File: src/rtl/mul_hilo_pkg.sv
// Shared funct codes and FSM state encoding for the HI/LO multiply unit.
package mul_hilo_pkg;

  localparam logic [5:0] MULTU = 6'b011001;
  localparam logic [5:0] MULT  = 6'b011000;
  localparam logic [5:0] MFHI  = 6'b010000;
  localparam logic [5:0] MFLO  = 6'b010010;

  typedef enum logic [1:0] {
    IDLE = 2'b00,
    MUL  = 2'b01,
    DONE = 2'b10
  } state_t;

endpackage

File: src/rtl/mul_hilo_unit_if.sv
// Execute-stage bus between the pipeline (master) and the HI/LO multiply unit (slave).
interface mul_hilo_unit_if #(parameter int WIDTH = 32);

  logic             valid;
  logic [5:0]       Signal;
  logic [WIDTH-1:0] dataA;
  logic [WIDTH-1:0] dataB;
  logic [WIDTH-1:0] aluOut;
  logic [WIDTH-1:0] dataOut;
  logic             busy;
  logic             done;

  modport master (
    output valid, Signal, dataA, dataB, aluOut,
    input  dataOut, busy, done
  );

  modport slave (
    input  valid, Signal, dataA, dataB, aluOut,
    output dataOut, busy, done
  );

endinterface

File: src/rtl/mul_shift_add.sv
// Shift-add multiplier datapath: multiplicand, multiplier and product registers plus the adder.
module mul_shift_add #(parameter int WIDTH = 32) (
  input  logic               clk,
  input  logic               reset,
  input  logic               load,
  input  logic               step,
  input  logic [WIDTH-1:0]   mcand_in,
  input  logic [WIDTH-1:0]   mplier_in,
  output logic [2*WIDTH-1:0] product_next
);

  logic [2*WIDTH-1:0] mcand_r;
  logic [WIDTH-1:0]   mplier_r;
  logic [2*WIDTH-1:0] product_r;

  assign product_next = product_r + (mplier_r[0] ? mcand_r : {(2*WIDTH){1'b0}});

  // Load operands on acceptance, then one add/shift per multiply cycle.
  always_ff @(posedge clk or posedge reset) begin
    if (reset) begin
      mcand_r   <= {(2*WIDTH){1'b0}};
      mplier_r  <= {WIDTH{1'b0}};
      product_r <= {(2*WIDTH){1'b0}};
    end else if (load) begin
      mcand_r   <= {{WIDTH{1'b0}}, mcand_in};
      mplier_r  <= mplier_in;
      product_r <= {(2*WIDTH){1'b0}};
    end else if (step) begin
      product_r <= product_next;
      mcand_r   <= mcand_r << 1;
      mplier_r  <= mplier_r >> 1;
    end else begin
      product_r <= product_r;
      mcand_r   <= mcand_r;
      mplier_r  <= mplier_r;
    end
  end

endmodule

File: src/rtl/mul_hilo_unit.sv
// Multi-cycle MULTU unit with HI/LO registers and MFHI/MFLO result mux.
// Define SIGNED_MULT_EN to also accept MULT (sign-magnitude multiply, negate at commit).
module mul_hilo_unit
  import mul_hilo_pkg::*;
#(parameter int WIDTH = 32) (
  input logic            clk,
  input logic            reset,
  mul_hilo_unit_if.slave bus
);

  localparam int CNT_W = $clog2(WIDTH) + 1;

  state_t             state_r;
  state_t             state_next_s;
  logic [CNT_W-1:0]   cnt_r;
  logic [WIDTH-1:0]   hi_r;
  logic [WIDTH-1:0]   lo_r;
  logic               busy_r;
  logic               done_r;
  logic               is_mul_s;
  logic               start_s;
  logic               step_s;
  logic               last_s;
  logic [WIDTH-1:0]   mcand_s;
  logic [WIDTH-1:0]   mplier_s;
  logic [2*WIDTH-1:0] prod_next_s;
  logic [2*WIDTH-1:0] result_s;

`ifdef SIGNED_MULT_EN
  logic is_signed_s;
  logic neg_r;

  assign is_signed_s = (bus.Signal == MULT);
  assign is_mul_s    = bus.valid && ((bus.Signal == MULTU) || is_signed_s);
  // Signed operands are reduced to magnitudes; the sign is reapplied at commit.
  assign mcand_s     = (is_signed_s && bus.dataA[WIDTH-1]) ? (-bus.dataA) : bus.dataA;
  assign mplier_s    = (is_signed_s && bus.dataB[WIDTH-1]) ? (-bus.dataB) : bus.dataB;
  assign result_s    = neg_r ? (-prod_next_s) : prod_next_s;

  // Remember whether the committed product must be negated.
  always_ff @(posedge clk or posedge reset) begin
    if (reset) begin
      neg_r <= 1'b0;
    end else if (start_s) begin
      neg_r <= is_signed_s && (bus.dataA[WIDTH-1] ^ bus.dataB[WIDTH-1]);
    end else begin
      neg_r <= neg_r;
    end
  end
`else
  assign is_mul_s = bus.valid && (bus.Signal == MULTU);
  assign mcand_s  = bus.dataA;
  assign mplier_s = bus.dataB;
  assign result_s = prod_next_s;
`endif

  assign start_s = (state_r == IDLE) && is_mul_s;
  assign step_s  = (state_r == MUL);
  assign last_s  = (cnt_r == CNT_W'(WIDTH - 1));

  mul_shift_add #(.WIDTH(WIDTH)) u_core (
    .clk          (clk),
    .reset        (reset),
    .load         (start_s),
    .step         (step_s),
    .mcand_in     (mcand_s),
    .mplier_in    (mplier_s),
    .product_next (prod_next_s)
  );

  // Next-state logic.
  always_comb begin
    state_next_s = state_r;
    case (state_r)
      IDLE:    state_next_s = start_s ? MUL : IDLE;
      MUL:     state_next_s = last_s ? DONE : MUL;
      DONE:    state_next_s = IDLE;
      default: state_next_s = IDLE;
    endcase
  end

  // State register with busy/done registered from the next state.
  always_ff @(posedge clk or posedge reset) begin
    if (reset) begin
      state_r <= IDLE;
      busy_r  <= 1'b0;
      done_r  <= 1'b0;
    end else begin
      state_r <= state_next_s;
      busy_r  <= (state_next_s == MUL);
      done_r  <= (state_next_s == DONE);
    end
  end

  // Iteration counter and HI/LO commit on the final multiply cycle.
  always_ff @(posedge clk or posedge reset) begin
    if (reset) begin
      cnt_r <= {CNT_W{1'b0}};
      hi_r  <= {WIDTH{1'b0}};
      lo_r  <= {WIDTH{1'b0}};
    end else if (start_s) begin
      cnt_r <= {CNT_W{1'b0}};
      hi_r  <= hi_r;
      lo_r  <= lo_r;
    end else if (step_s) begin
      cnt_r <= cnt_r + CNT_W'(1'b1);
      if (last_s) begin
        hi_r <= result_s[2*WIDTH-1:WIDTH];
        lo_r <= result_s[WIDTH-1:0];
      end else begin
        hi_r <= hi_r;
        lo_r <= lo_r;
      end
    end else begin
      cnt_r <= cnt_r;
      hi_r  <= hi_r;
      lo_r  <= lo_r;
    end
  end

  // Result mux stays combinational so aluOut passes through even in reset.
  always_comb begin
    bus.dataOut = bus.aluOut;
    if (bus.valid && (bus.Signal == MFHI)) begin
      bus.dataOut = hi_r;
    end else if (bus.valid && (bus.Signal == MFLO)) begin
      bus.dataOut = lo_r;
    end else begin
      bus.dataOut = bus.aluOut;
    end
  end

  assign bus.busy = busy_r;
  assign bus.done = done_r;

endmodule

File: src/flat_wrapper.sv
// flat-port wrapper written by rule: the top's interface ports become plain ports
module mul_hilo_unit_flat import mul_hilo_pkg::*;
#(parameter int WIDTH = 32)
  (clk, reset, bus_valid, bus_Signal, bus_dataA, bus_dataB, bus_aluOut, bus_dataOut, bus_busy, bus_done);
  mul_hilo_unit_if #(.WIDTH(WIDTH)) bus_i ();
  input logic clk;
  input logic reset;
  input wire logic [$bits(bus_i.valid)-1:0] bus_valid;
  input wire logic [$bits(bus_i.Signal)-1:0] bus_Signal;
  input wire logic [$bits(bus_i.dataA)-1:0] bus_dataA;
  input wire logic [$bits(bus_i.dataB)-1:0] bus_dataB;
  input wire logic [$bits(bus_i.aluOut)-1:0] bus_aluOut;
  output wire logic [$bits(bus_i.dataOut)-1:0] bus_dataOut;
  output wire logic [$bits(bus_i.busy)-1:0] bus_busy;
  output wire logic [$bits(bus_i.done)-1:0] bus_done;
  assign bus_i.valid = bus_valid;
  assign bus_i.Signal = bus_Signal;
  assign bus_i.dataA = bus_dataA;
  assign bus_i.dataB = bus_dataB;
  assign bus_i.aluOut = bus_aluOut;
  assign bus_dataOut = bus_i.dataOut;
  assign bus_busy = bus_i.busy;
  assign bus_done = bus_i.done;
  mul_hilo_unit #(.WIDTH(WIDTH)) u_core (.clk(clk), .reset(reset), .bus(bus_i));
endmodule
File: config.mk
export PLATFORM = sky130hd
export DESIGN_NAME = mul_hilo_unit_flat
export DESIGN_NICKNAME = d
export VERILOG_FILES = /design/src/rtl/mul_hilo_pkg.sv /design/src/rtl/mul_hilo_unit_if.sv /design/src/rtl/mul_shift_add.sv /design/src/rtl/mul_hilo_unit.sv /design/src/flat_wrapper.sv
export SDC_FILE = /design/constraint.sdc
export NUM_CORES = 1
export LEC_CHECK = 0
export ABC_CLOCK_PERIOD_IN_PS = 6200
export BUFFER_PORTS_ARGS = -buffer_cell sky130_fd_sc_hd__buf_2
export CORE_MARGIN = 2
export CORE_UTILIZATION = 55
export CTS_BUF_LIST = sky130_fd_sc_hd__clkbuf_4 sky130_fd_sc_hd__clkbuf_8 sky130_fd_sc_hd__clkbuf_16
export CTS_CLUSTER_SIZE = 12
export DETAILED_ROUTE_END_ITERATION = 6
export PLACE_DENSITY_LB_ADDON = 0.3
export REMOVE_ABC_BUFFERS = 1
export SLEW_MARGIN = 0
export SYNTH_ARGS = -nofsm -noshare
export SYNTH_HDL_FRONTEND = slang
export SYNTH_HIERARCHICAL = 1
export SYNTH_SLANG_ARGS = --single-unit
File: constraint.sdc
create_clock -name clk -period 6.2 [get_ports clk]
set_input_delay 0.93 -clock clk [delete_from_list [all_inputs] [get_ports clk]]
set_output_delay 0.93 -clock clk [all_outputs]
set_load 0.02 [all_outputs]
-- Word-level counts from Yosys, hierarchy flattened
Index checks and enable logic that the tools add are counted.
- output and inout port bits: 34
- register bits: 234
- input port bits: 105
- bitwise operators: 1
- add/sub/neg operators: 2
- muxes and demuxes: 14
- equal/unequal tests: 7
- reductions and logical operators: 7
- operators by type and width (cell ; count):
    $mux W64 ; 5
    $mux W32 ; 4
    $add A64 B64 Y64 ; 1
    $eq A6 B5 Y1 const B ; 4
    $mux W6 ; 2
    $add A6 B1 Y6 const B ; 1
    $eq A2 B1 Y1 const B ; 2
    $logic_and A1 B1 Y1 ; 4
    $pmux W2 S2 ; 1
    $reduce_and A3 Y1 ; 1
    $eq A2 B2 Y1 const B ; 1
    $logic_not A2 Y1 ; 1
    $mux W2 ; 1
    $reduce_bool A2 Y1 ; 1
    $mux W1 ; 1
    $not A1 Y1 ; 1

-- Depth between registers and ports, before layout
Gate-level depths: netlist (run 1).
- word-level depth: 6
- depth in mapped cells: 17
- gate-level depth less buffers: 15

-- Modules after synthesis
Netlist (run 1), hierarchy kept.
- by module, submodules not included (module ; cells an instance ; area each (µm²) ; sequential area each (µm²) ; times used):
    mul_shift_add ; 1246 ; 11159.5 ; 4003.8 ; 1
    mul_hilo_unit ; 256 ; 3686.0 ; 1851.8 ; 1

-- Least setup slack after synthesis (run 1)
Ideal clock, no wire load.
- path kind: reg-to-reg
- start point: register u_core.u_core.mplier_r[0]
- end point: register u_core.hi_r[24]
- path buffers: 2
- setup slack: 2.640 ns
- arrival time: 3.435 ns
- stages on the path, launching flop included: 18
- data required time: 6.075 ns
- setup time: 0.125 ns
- cell sequence: dfrtp_1 > clkbuf_1 > clkbuf_1 > and2_1 > ha_1 > inv_1 > fa_1 > nand2b_1 > a21oi_1 > o2111ai_2 > a211oi_1 > o31ai_2 > nand2_1 > a221o_1 > nand4_1 > nand2_1 > xnor2_1 > mux2_2
- word-level cells in the longest chain between the ends: 2
- ends and longest elaborated chain (element ; line ; source):
    start: declaration ; mul_shift_add.sv:13 ; logic [WIDTH-1:0] mplier_r;
    start signal: assignment ; mul_shift_add.sv:22 ; mplier_r <= {WIDTH{1'b0}};
    start signal: assignment ; mul_shift_add.sv:26 ; mplier_r <= mplier_in;
    start signal: assignment ; mul_shift_add.sv:31 ; mplier_r <= mplier_r >> 1;
    $mux W64 ; mul_shift_add.sv:16 ; assign product_next = product_r + (mplier_r[0] ? mcand_r : {(2*WIDTH){1'b0}});
    $add A64 B64 Y64 ; mul_shift_add.sv:16 ;
    named net u_core.prod_next_s[56] ; mul_hilo_unit.sv:26 ; logic [2*WIDTH-1:0] prod_next_s;
    end signal: assignment ; mul_hilo_unit.sv:99 ; hi_r <= {WIDTH{1'b0}};
    end signal: assignment ; mul_hilo_unit.sv:103 ; hi_r <= hi_r;
    end signal: assignment ; mul_hilo_unit.sv:108 ; hi_r <= result_s[2*WIDTH-1:WIDTH];
    end: declaration ; mul_hilo_unit.sv:16 ; logic [WIDTH-1:0] hi_r;
The timed path passes the listed nets, and every way through them passes these cells.
A chain may end at the register's enable or synchronous reset.

-- Final worst setup path (run 1)
Ends and elaborated chain as after synthesis.

==> summary.md, run 1 <==
| Metric | Value |
|---|---|
| Fin Setup TNS | 0 ns |
| Critical path class | reg2reg |
| Area after DPL | 15700 um2 |
| Post-CTS Resized | 0 |
| Initial antenna violation count | 0 |
| Placer congestion estimate | 0.926 |
| CP Capture Type | register |
| Top delay family on crit path | compound AO/OA/AOI/OAI gates |
| HP Class | in2async |
| Syn Inst Count | 1502 |
| Worst path slowest cell | dfrtp_1 |
| Clock buffer count from CTS | 27 |
| Buffer depth of the longest clock path | 3 |
| Startpoint class of the critical path | register |
| Fin crit period | 4.51 ns |
| Core area | 26700 um2 |
| CP Max Fanout | 27 |
| VDD IR-drop max | 0.196 mV |
| IO Port Bufs | 138 |
| Vias in the first global route | 11100 |
| F_max | 222 MHz |
| Die height | 168 um |
| Initial core utilization | 0.555 |
| Yosys Warn Count | 6 |
| Hold Vio Cnt, Final | 0 |
| Clock network fraction of design power | 0.307 |
| Final #Nets | 1758 |
| Critical path launch point | u_core/u_core/mplier_r[0] |
| Max-slew violations | 0 |
| Post-Syn Area per Cell | 9.88 um2 |
| CTS H-tree depth | 1 |
| Crit path DAT | 4.93 ns |
| CP dominant cell by count | nand2_1 |
| Crit path largest cell delay | 0.97 ns |
| Skew final | 0.0115 ns |
| Row count | 60 |
| Die area | 28300 um2 |
| First-pass GRT wire length | 59500 um |
| Most common cell after layout, fill and taps aside | dfrtp_1 |
| P_int | 3.82 mW |
| CTS tree | done |
| Logic pwr share | 0.309 |
| Max-Cap Viols | 0 |
| RSZ-0062 raised after global routing | false |
| HPWL after detailed placement | 25400 um |
| Vias | 11200 |
| Routed wire length | 36000 um |
| Multi-input logic area | 8450 um2 |
| Num Clock Sinks | 234 |
| Post-route cell area | 16600 um2 |
| Synth cell types | 78 |
| Buffer count from post-CTS setup fixing | 0 |
| FF/Latch Area | 5860 um2 |
| Status | completed |
| # DRC | 0 |
| Number of synthesized flops with an enable pin | 0 |
| Final ANT Viol Nets | 0 |
| Count of final setup violators | 0 |
| Synth Flop Type | dfrtp_1 |
| Overall Global Routing Usage | 0.258 |
| Clock transition at path regs | 0.06 ns |
| Slew @ Worst Pin | 1.05 ns |
| Fill cell count | 2248 |
| Synth-to-Final Area Change | 12.1% |
| CTS root buf | clkbuf_16 |
| Most frequent cells in the layout | 234 x dfrtp_1, 147 x mux2i_1, 138 x buf_2 |
| Largest net degree at the start of global routing | 131 |
| Post-CTS Hold Fix Bufs | 0 |
| Vias per Instance | 5.76 |
| Die X | 168 um |
| Pre-antenna DRT Iters | 5 |
| Sw power | 1.94 mW |
| Io pins | 139 |
| Detailed Route Iter0 Violations | 617 |
| Post-synthesis cell area | 14800 um2 |
| CP Cell Sequence | buf_4 > nand2_1 > fa_1 > nand2b_1 > a21oi_1 > o2111ai_2 > a211oi_1 > o31ai_2 > nand2_1 > a221o_1 > nand4_1 > nand2_1 > xnor2_1 > mux2_2 |
| Layout cells sized above 1 | 0.192 |
| P per Cell Area | 346 nW/um2 |
| Required @ worst endpoint | 6.62 ns |
| Slew Limit Headroom | 0.301 |
| Buf+Inv Stages, Crit Path | 1 |
| Leak Pwr | 7.36 nW |
| Reg-to-Reg Start | u_core/u_core/mplier_r[0] |
| Sequential area share after synthesis | 0.394 |
| Sw Share | 0.337 |
| Clock latency on the worst-skew pair | 0.53 ns |
| Tcrit/Tclk final | 0.728 |
| Sequential share of power | 0.385 |
| Yosys reg bits | 234 |
| Async SR Flop Fraction | 1.00 |
| Average routed wire per standard cell | 18.5 um |
| GRT overflow | 0 |
==> registers in the layout (all words and copies together) (netlist names) <==
signal,count
u_core/bus.busy,1
u_core/cnt_r,6
u_core/hi_r,32
u_core/state_r,2
u_core/u_core/product_r,64
u_core/u_core/mcand_r,64
u_core/bus.done,1
u_core/lo_r,32
u_core/u_core/mplier_r,32
==> metrics by stage <==
step	hold WS (ns)	power [mW]	util	setup WS [ns]	cells
floorplan	0.452	3.49	-	-3.56	1410
global placement	0.461	3.95	0.586	1.96	1900
CTS	0.258	5.80	0.623	1.77	1947
global route	0.269	6.11	0.623	1.39	1947
finish	0.273	5.76	0.623	1.69	1948
detailed placement	0.468	4.01	0.586	1.80	1900
==> per-layer routing <==
layer  GRT usage  share of wire  vias to the layer above
li1            -              -                     5498
met1       0.374           0.48                     5380
met2       0.411           0.45                      281
met3      0.0287          0.038                       69
met4      0.0768          0.030                        0
met5           0              0                        -
==> power by group through the flow <==
stage	registers, mW	logic (mW)	clock network (mW)
4_1_cts	2.22	1.78	1.80
6_report	2.22	1.78	1.77
3_3_place_gp	2.22	1.72	0
3_5_place_dp	2.24	1.77	0
5_1_grt	2.26	1.98	1.87
2_1_floorplan	2.13	1.36	0
==> worst paths after layout <==
kind | to | slack, ns | cells after the start
min in group clk | u_core/lo_r[21] | 0.48 | 1
max reg2reg | u_core/hi_r[24] | 1.69 | 14
max | u_core/hi_r[24] | 1.69 | 14
min | u_core/lo_r[10] | 0.27 | 2
max in group asynchronous | u_core/u_core/mcand_r[31] | 4.63 | 3
min reg2reg | u_core/lo_r[21] | 0.48 | 1
==> synth_stat cells, types with 7 or more instances <==
| master | count | share of area |
|---|---|---|
| a21o_1 | 28 | 0.014 |
| o211ai_1 | 9 | 0.0046 |
| nand3_1 | 15 | 0.0051 |
| xor2_1 | 22 | 0.013 |
| ha_1 | 64 | 0.054 |
| o21ai_0 | 102 | 0.034 |
| buf_2 | 10 | 0.0034 |
| nand4_1 | 15 | 0.0063 |
| o21bai_1 | 17 | 0.0086 |
| dfrtp_1 | 234 | 0.39 |
| a211oi_1 | 10 | 0.0051 |
| mux2i_1 | 147 | 0.099 |
| a22o_1 | 7 | 0.0041 |
| nor2_1 | 126 | 0.032 |
| nor2b_1 | 7 | 0.0029 |
| a21oi_1 | 82 | 0.028 |
| mux2_2 | 79 | 0.060 |
| and2_1 | 69 | 0.029 |
| xnor2_1 | 40 | 0.024 |
| clkbuf_1 | 60 | 0.015 |
| buf_1 | 15 | 0.0038 |
| nor3_1 | 11 | 0.0037 |
| nand2_1 | 125 | 0.032 |
| nand2b_1 | 14 | 0.0059 |
| inv_1 | 32 | 0.0081 |
| mux2_1 | 51 | 0.039 |
==> kinds of logic (layout without fill, tap and decap cells) <==
kind of cell	Yosys count	in the layout	share of synthesized area
buffers and inverters	124	228	0.0370
xor gates and xnor gates	62	62	0.0366
and+or+nand+nor	421	421	0.139
AOI/OAI and AO/OA	319	319	0.140
DFF	234	234	0.394
muxes	277	277	0.198
adders and majority gates	65	65	0.0553
other	0	1	0
==> cell type report <==
class,instances,share of cell area
multi-input combinational,1144,0.508
sequential,234,0.352
clock buffer,38,0.0478
timing repair buffer,149,0.0472
tap,341,0.0256
clock inverter,9,0.0120
inverter,32,0.00797
antenna,1,0.000150
Power figures use the tool's default switching activity.
==> run 2: changes to the inputs <==
Settings changed: ABC_CLOCK_PERIOD_IN_PS 6200 to 4000.
Clock period 6.2 ns to 4 ns, I/O delays scaled along.
==> summary.md, run 2 (synthesis gave the netlist of run 1 again) <==
| Metric | Value |
|---|---|
| Crit path largest cell delay | 0.46 ns (-0.51 ns) |
| Startpoint class of the critical path | register |
| R2r endpoint | u_core/hi_r[24] |
| Vias per Instance | 5.83 (+1.2%) |
| HPWL after detailed placement | 25800 um (+1.4%) |
| Reg-to-Reg Start | u_core/u_core/mplier_r[0] |
| Clock transition at path regs | 0.06 ns (about the same) |
| Synth-to-Final Area Change | 13.0% |
| GRT overflow | 0 (unchanged) |
| RSZ-0062 raised after global routing | false |
| Critical path class | reg2reg |
| Reg2Reg Depth | 15 (+1) |
| Slew @ Worst Pin | 1.12 ns (+0.0759 ns) |
| Final Power | 8.98 mW (+56%) |
| Vias | 11400 (+1.5%) |
| Dpl ws | 0.279 ns (-1.52 ns) |
| Most frequent cells in the layout | 234 x dfrtp_1, 147 x mux2i_1, 138 x buf_2 |
| Most common cell after layout, fill and taps aside | dfrtp_1 |
| Pre-antenna DRT Iters | 5 (unchanged) |
| Detailed Route Iter0 Violations | 755 (+22%) |
| Non-filler instance count after layout | 1955 (+0.36%) |
| Final ANT Viol Nets | 0 (unchanged) |
| Clock buffer count from CTS | 27 (unchanged) |
| Status | completed |
| Clock latency on the worst-skew pair | 0.54 ns (about the same) |
| CTS root buf | clkbuf_16 |
| IO Port Bufs | 138 (unchanged) |
| Area after DPL | 15800 um2 (+0.69%) |
| Average routed wire per standard cell | 18.6 um (+0.43%) |
| Post-route setup slack | 0.176 ns (-1.51 ns) |
| Biggest regs | u_core/u_core/mcand_r (64), u_core/u_core/product_r (64) |
| Skew final | 0.0143 ns (+0.00280 ns) |
| Die X | 168 um (unchanged) |
| CTS H-tree depth | 1 (unchanged) |
| Count of final setup violators | 0 (unchanged) |
| CP Max Fanout | 4 (-85%) |
| Layout cells sized above 1 | 0.196 (+0.00413) |
| Max-slew violations | 0 (unchanged) |
| Buffer depth of the longest clock path | 3 (unchanged) |
| Routed wire length | 36300 um (+0.79%) |
| Max-Cap Viols | 0 (unchanged) |
| Crit path DAT | 4.24 ns (-0.69 ns) |
| Die height | 168 um (unchanged) |
| CTS tree | done |
| # DRC | 0 (unchanged) |
| CP dominant cell by count | nand2_1 |
| Overall Global Routing Usage | 0.259 (+0.000526) |
| Multi-input logic area | 8450 um2 (about the same) |
| Final #Nets | 1764 (+0.34%) |
| Initial antenna violation count | 1 (+1) |
| Required @ worst endpoint | 4.41 ns (-2.21 ns) |
| Placer congestion estimate | 0.922 (-0.37%) |
| VDD IR-drop max | 0.311 mV (+59%) |
| Die area | 28300 um2 (unchanged) |
| Vias in the first global route | 11100 (-0.099%) |
| Fin crit period | 3.82 ns (-0.687 ns) |
| HP Class | in2async |
| Largest net degree at the start of global routing | 127 (-3.1%) |
| Hold WS | 0.140 ns (-0.133 ns) |
| Slew Limit Headroom | 0.250 (-0.0508) |
| Num Clock Sinks | 234 (unchanged) |
| First-pass GRT wire length | 59400 um (-0.16%) |
| Tcrit/Tclk final | 0.956 (+0.228) |
| FF/Latch Area | 5860 um2 (unchanged) |
| F_max | 261 MHz (+18%) |
| Post-CTS Hold Fix Bufs | 0 (unchanged) |
| Internal reg-to-reg setup slack | 0.18 ns (-1.51 ns) |
| Critical path launch point | u_core/u_core/mplier_r[0] |
| Leak Pwr | 7.42 nW (+0.79%) |
| Io pins | 139 (unchanged) |
| Fill cell count | 2283 (+1.6%) |
| Worst path slowest cell | a211oi_1 |
| Final core utilization | 0.628 (+0.00501) |
| P per Cell Area | 535 nW/um2 (+55%) |
| CP Cell Sequence | and2_1 > ha_1 > inv_1 > fa_1 > nand2b_1 > a21oi_1 > o2111ai_2 > a211oi_1 > o31ai_2 > nand2_1 > a221o_1 > nand4_1 > nand2_1 > xnor2_1 > mux2_2 |
| Fin Setup TNS | 0 ns (unchanged) |
| DP Cell Count | 1906 (+0.32%) |
| Initial core utilization | 0.555 (unchanged) |
| Post-route cell area | 16800 um2 (+0.80%) |
| Hold Vio Cnt, Final | 0 (unchanged) |
| CP Capture Type | register |
| Row count | 60 (unchanged) |
| Core area | 26700 um2 (unchanged) |
run 2: how the worst max path moves through the flow:
stage	endpoint	slack, ns
after floorplan	u_core/u_core/product_r[60]	-5.43
final	u_core/hi_r[24]	0.18
after detailed placement	u_core/hi_r[25]	0.28
after global placement	u_core/hi_r[24]	0.38
after global routing	u_core/hi_r[24]	0.007
after CTS	u_core/hi_r[25]	0.25
run 2: repair_timing:
| action | 4_1_cts | 5_1_grt |
|---|---|---|
| resized for setup | 0 | 1 |
| endpoints found under the setup margin | 0 | 1 |
| setup buffers | 0 | 0 |
run 2: report_power, final:
| part | total (mW) | switching, mW | internal, mW |
|---|---|---|---|
| combinational | 2.78 | 1.63 | 1.15 |
| clock | 2.78 | 0.982 | 1.80 |
| sequential | 3.42 | 0.400 | 3.02 |
| total | 8.98 | 3.01 | 5.97 |
run 2: area by class of cell:
cell class	instances	share of cell area
clock inverter	9	0.0116
antenna	1	0.000149
inverter	32	0.00790
tap	341	0.0254
sequential	234	0.349
clock buffer	39	0.0490
timing repair buffer	155	0.0532
multi-input combinational	1144	0.504
run 2: critical path: cells and delay by family (launching register included):
| family | cells | cell delay, ns |
|---|---|---|
| compound gates | 5 | 1.49 |
| xor+xnor | 1 | 0.06 |
| fa+ha+maj | 2 | 0.59 |
| buf+inv | 1 | 0.06 |
| flops | 1 | 0.43 |
| mux | 1 | 0.25 |
| simple gates | 5 | 0.81 |
run 2: routing by layer:
layer | vias to the layer above | wire length, um | global-route usage
met3 | 53 | 1690 | 0.0341
li1 | 5517 | - | -
met5 | - | 0 | 0
met1 | 5546 | 17400 | 0.378
met4 | 0 | 964 | 0.0682
met2 | 283 | 16300 | 0.408
==> run 3: changes to the inputs <==
Settings changed: SETUP_SLACK_MARGIN set to 0.3, TNS_END_PERCENT set to 20.
==> summary.md, run 3 (synthesis gave the netlist of run 1 again) <==
| Metric | Value |
|---|---|
| Status | completed |
| Most common cell after layout, fill and taps aside | dfrtp_1 |
| CP Cell Sequence | buf_12 > and2_1 > ha_1 > a21oi_2 > o21bai_1 > a21oi_1 > o221ai_2 > nor3_1 > nor2_1 > a311oi_1 > xnor2_1 > mux2_1 |
| Sw Share | 0.338 (+0.00224) |
| Crit path largest cell delay | 0.51 ns (+0.05 ns) |
| Clock network fraction of design power | 0.309 (about the same) |
| Logic pwr share | 0.313 (+0.003) |
| Average routed wire per standard cell | 18.7 um (+0.47%) |
| Biggest regs | u_core/u_core/mcand_r (64), u_core/u_core/product_r (64) |
| Final ANT Viol Nets | 0 (unchanged) |
| Die height | 168 um (unchanged) |
| Die area | 28300 um2 (unchanged) |
| Io pins | 139 (unchanged) |
| Post-CTS Hold Fix Bufs | 0 (unchanged) |
| Hold WS | 0.137 ns (-0.00266 ns) |
| Max-slew violations | 0 (unchanged) |
| F_max | 277 MHz (+5.8%) |
| Reg-to-Reg Start | u_core/u_core/mplier_r[0] |
| Synth-to-Final Area Change | 14.2% |
| CP Max Fanout | 40 (+36) |
| RSZ-0062 raised after global routing | true |
| Final #Nets | 1771 (+0.40%) |
| GRT overflow | 0 (unchanged) |
| CTS H-tree depth | 1 (unchanged) |
| Num Clock Sinks | 234 (unchanged) |
| Crit path DAT | 4.02 ns (-0.22 ns) |
| Leak Pwr | 7.46 nW (+0.56%) |
| Startpoint class of the critical path | register |
| Clock buffer count from CTS | 27 (unchanged) |
| # DRC | 0 (unchanged) |
| Vias in the first global route | 11100 (+0.13%) |
| Internal reg-to-reg setup slack | 0.39 ns (+0.21 ns) |
| VDD IR-drop max | 0.311 mV (-0.13%) |
| Pre-antenna DRT Iters | 5 (unchanged) |
| Routed wire length | 36600 um (+0.83%) |
| Detailed Route Iter0 Violations | 708 (-6.2%) |
| R2r endpoint | u_core/hi_r[0] |
| Slew @ Worst Pin | 1.10 ns (-0.0194 ns) |
| Crit path to | u_core/hi_r[0] |
| Placer congestion estimate | 0.922 (unchanged) |
| Sw power | 3.05 mW (+1.2%) |
| Die X | 168 um (unchanged) |
| Initial core utilization | 0.555 (unchanged) |
| HP Class | in2async |
| Initial antenna violation count | 1 (unchanged) |
| Fin Setup TNS | 0 ns (unchanged) |
| Area after DPL | 15800 um2 (unchanged) |
| Count of final setup violators | 0 (unchanged) |
| Overall Global Routing Usage | 0.259 (about the same) |
| Critical path class | reg2reg |
| Reg2Reg Depth | 12 (-3) |
| Largest net degree at the start of global routing | 127 (unchanged) |
| Required @ worst endpoint | 4.41 ns (about the same) |
| Most frequent cells in the layout | 233 x dfrtp_1, 147 x mux2i_1, 138 x buf_2 |
| Vias per Instance | 5.87 (+0.66%) |
| Worst path slowest cell | nor3_1 |
| P_int | 5.98 mW (+0.22%) |
| First-pass GRT wire length | 59500 um (about the same) |
| Critical path launch point | u_core/u_core/mplier_r[0] |
| Post-route cell area | 16900 um2 (+1.0%) |
| Fill cell count | 2271 (-0.53%) |
| Hold Vio Cnt, Final | 0 (unchanged) |
| Fin crit period | 3.61 ns (-0.211 ns) |
| HPWL after detailed placement | 25800 um (unchanged) |
| Worst path depth | 12 (-3) |
| Buf+Inv Stages, Crit Path | 1 (unchanged) |
| Tcrit/Tclk final | 0.903 (-0.0527) |
| Core area | 26700 um2 (unchanged) |
| CP Capture Type | register |
| Layout cells sized above 1 | 0.210 (+0.0146) |
| Max-Cap Viols | 0 (unchanged) |
| CTS tree | done |
| Buffer depth of the longest clock path | 3 (unchanged) |
| Non-filler instance count after layout | 1962 (+0.36%) |
| Row count | 60 (unchanged) |
| Skew final | 0.0162 ns (+0.00196 ns) |
| Vias | 11500 (+1.0%) |
| P per Cell Area | 533 nW/um2 (-0.44%) |
| Top delay family on crit path | compound AO/OA/AOI/OAI gates |
| Sequential share of power | 0.379 (about the same) |
| Clock transition at path regs | 0.06 ns (about the same) |
| Slew Limit Headroom | 0.263 (+0.0130) |
| CTS root buf | clkbuf_16 |
| Clock latency on the worst-skew pair | 0.54 ns (about the same) |
| DP Cell Count | 1906 (unchanged) |
| IO Port Bufs | 138 (unchanged) |
-- run 3: timing repair --
action                                  CTS  global route
pin swaps                                 0            10
cloned                                    0             0
resized for setup                         1            24
endpoints found under the setup margin    3            23
setup buffers                             0             7
-- run 3: worst min-delay path by stage --
stage | start | endpoint | slack, ns | cells past startpoint
after floorplan | u_core/lo_r[10] | u_core/lo_r[10] | 0.45 | 1
after global placement | u_core/lo_r[22] | u_core/lo_r[22] | 0.46 | 1
after detailed placement | u_core/lo_r[18] | u_core/lo_r[18] | 0.47 | 1
after CTS | reset | u_core/u_core/mcand_r[8] | 0.17 | 2
after global routing | reset | u_core/u_core/product_r[10] | 0.19 | 2
final | reset | u_core/u_core/product_r[10] | 0.14 | 2
-- run 3: final cells by class --
type / instances / area (um2) / share of cell area
diodes: 1 / 2.50 / 0.000148
clock buffers: 39 / 822 / 0.0485
clock inverters: 9 / 195 / 0.0115
inverters: 32 / 133 / 0.00783
multi-input cells: 1144 / 8560 / 0.505
flip-flops and latches: 234 / 5860 / 0.346
well taps: 341 / 427 / 0.0252
repair buffers: 162 / 950 / 0.0560
-- run 3: power by group through the flow --
stage / clock [mW] / combinational [mW] / sequential, mW
6_report: 2.79 / 2.82 / 3.42
5_1_grt: 2.94 / 3.11 / 3.50
4_1_cts: 2.84 / 2.77 / 3.42
3_5_place_dp: 0 / 2.75 / 3.44
3_3_place_gp: 0 / 2.68 / 3.43
2_1_floorplan: 0 / 2.11 / 3.30
-- run 3: routing by layer --
layer	wire length [um]	GRT usage
met5	0	0
met2	16500	0.408
met3	1860	0.0353
met4	970	0.0686
met1	17300	0.377
-- run 3: metrics by stage --
stage	utilization	power (mW)	setup slack, ns
finish	0.634	9.03	0.387
global route	0.634	9.54	0.246
CTS	0.628	9.02	0.264
detailed placement	0.590	6.19	0.279
global placement	0.590	6.11	0.377
floorplan	-	5.41	-5.43
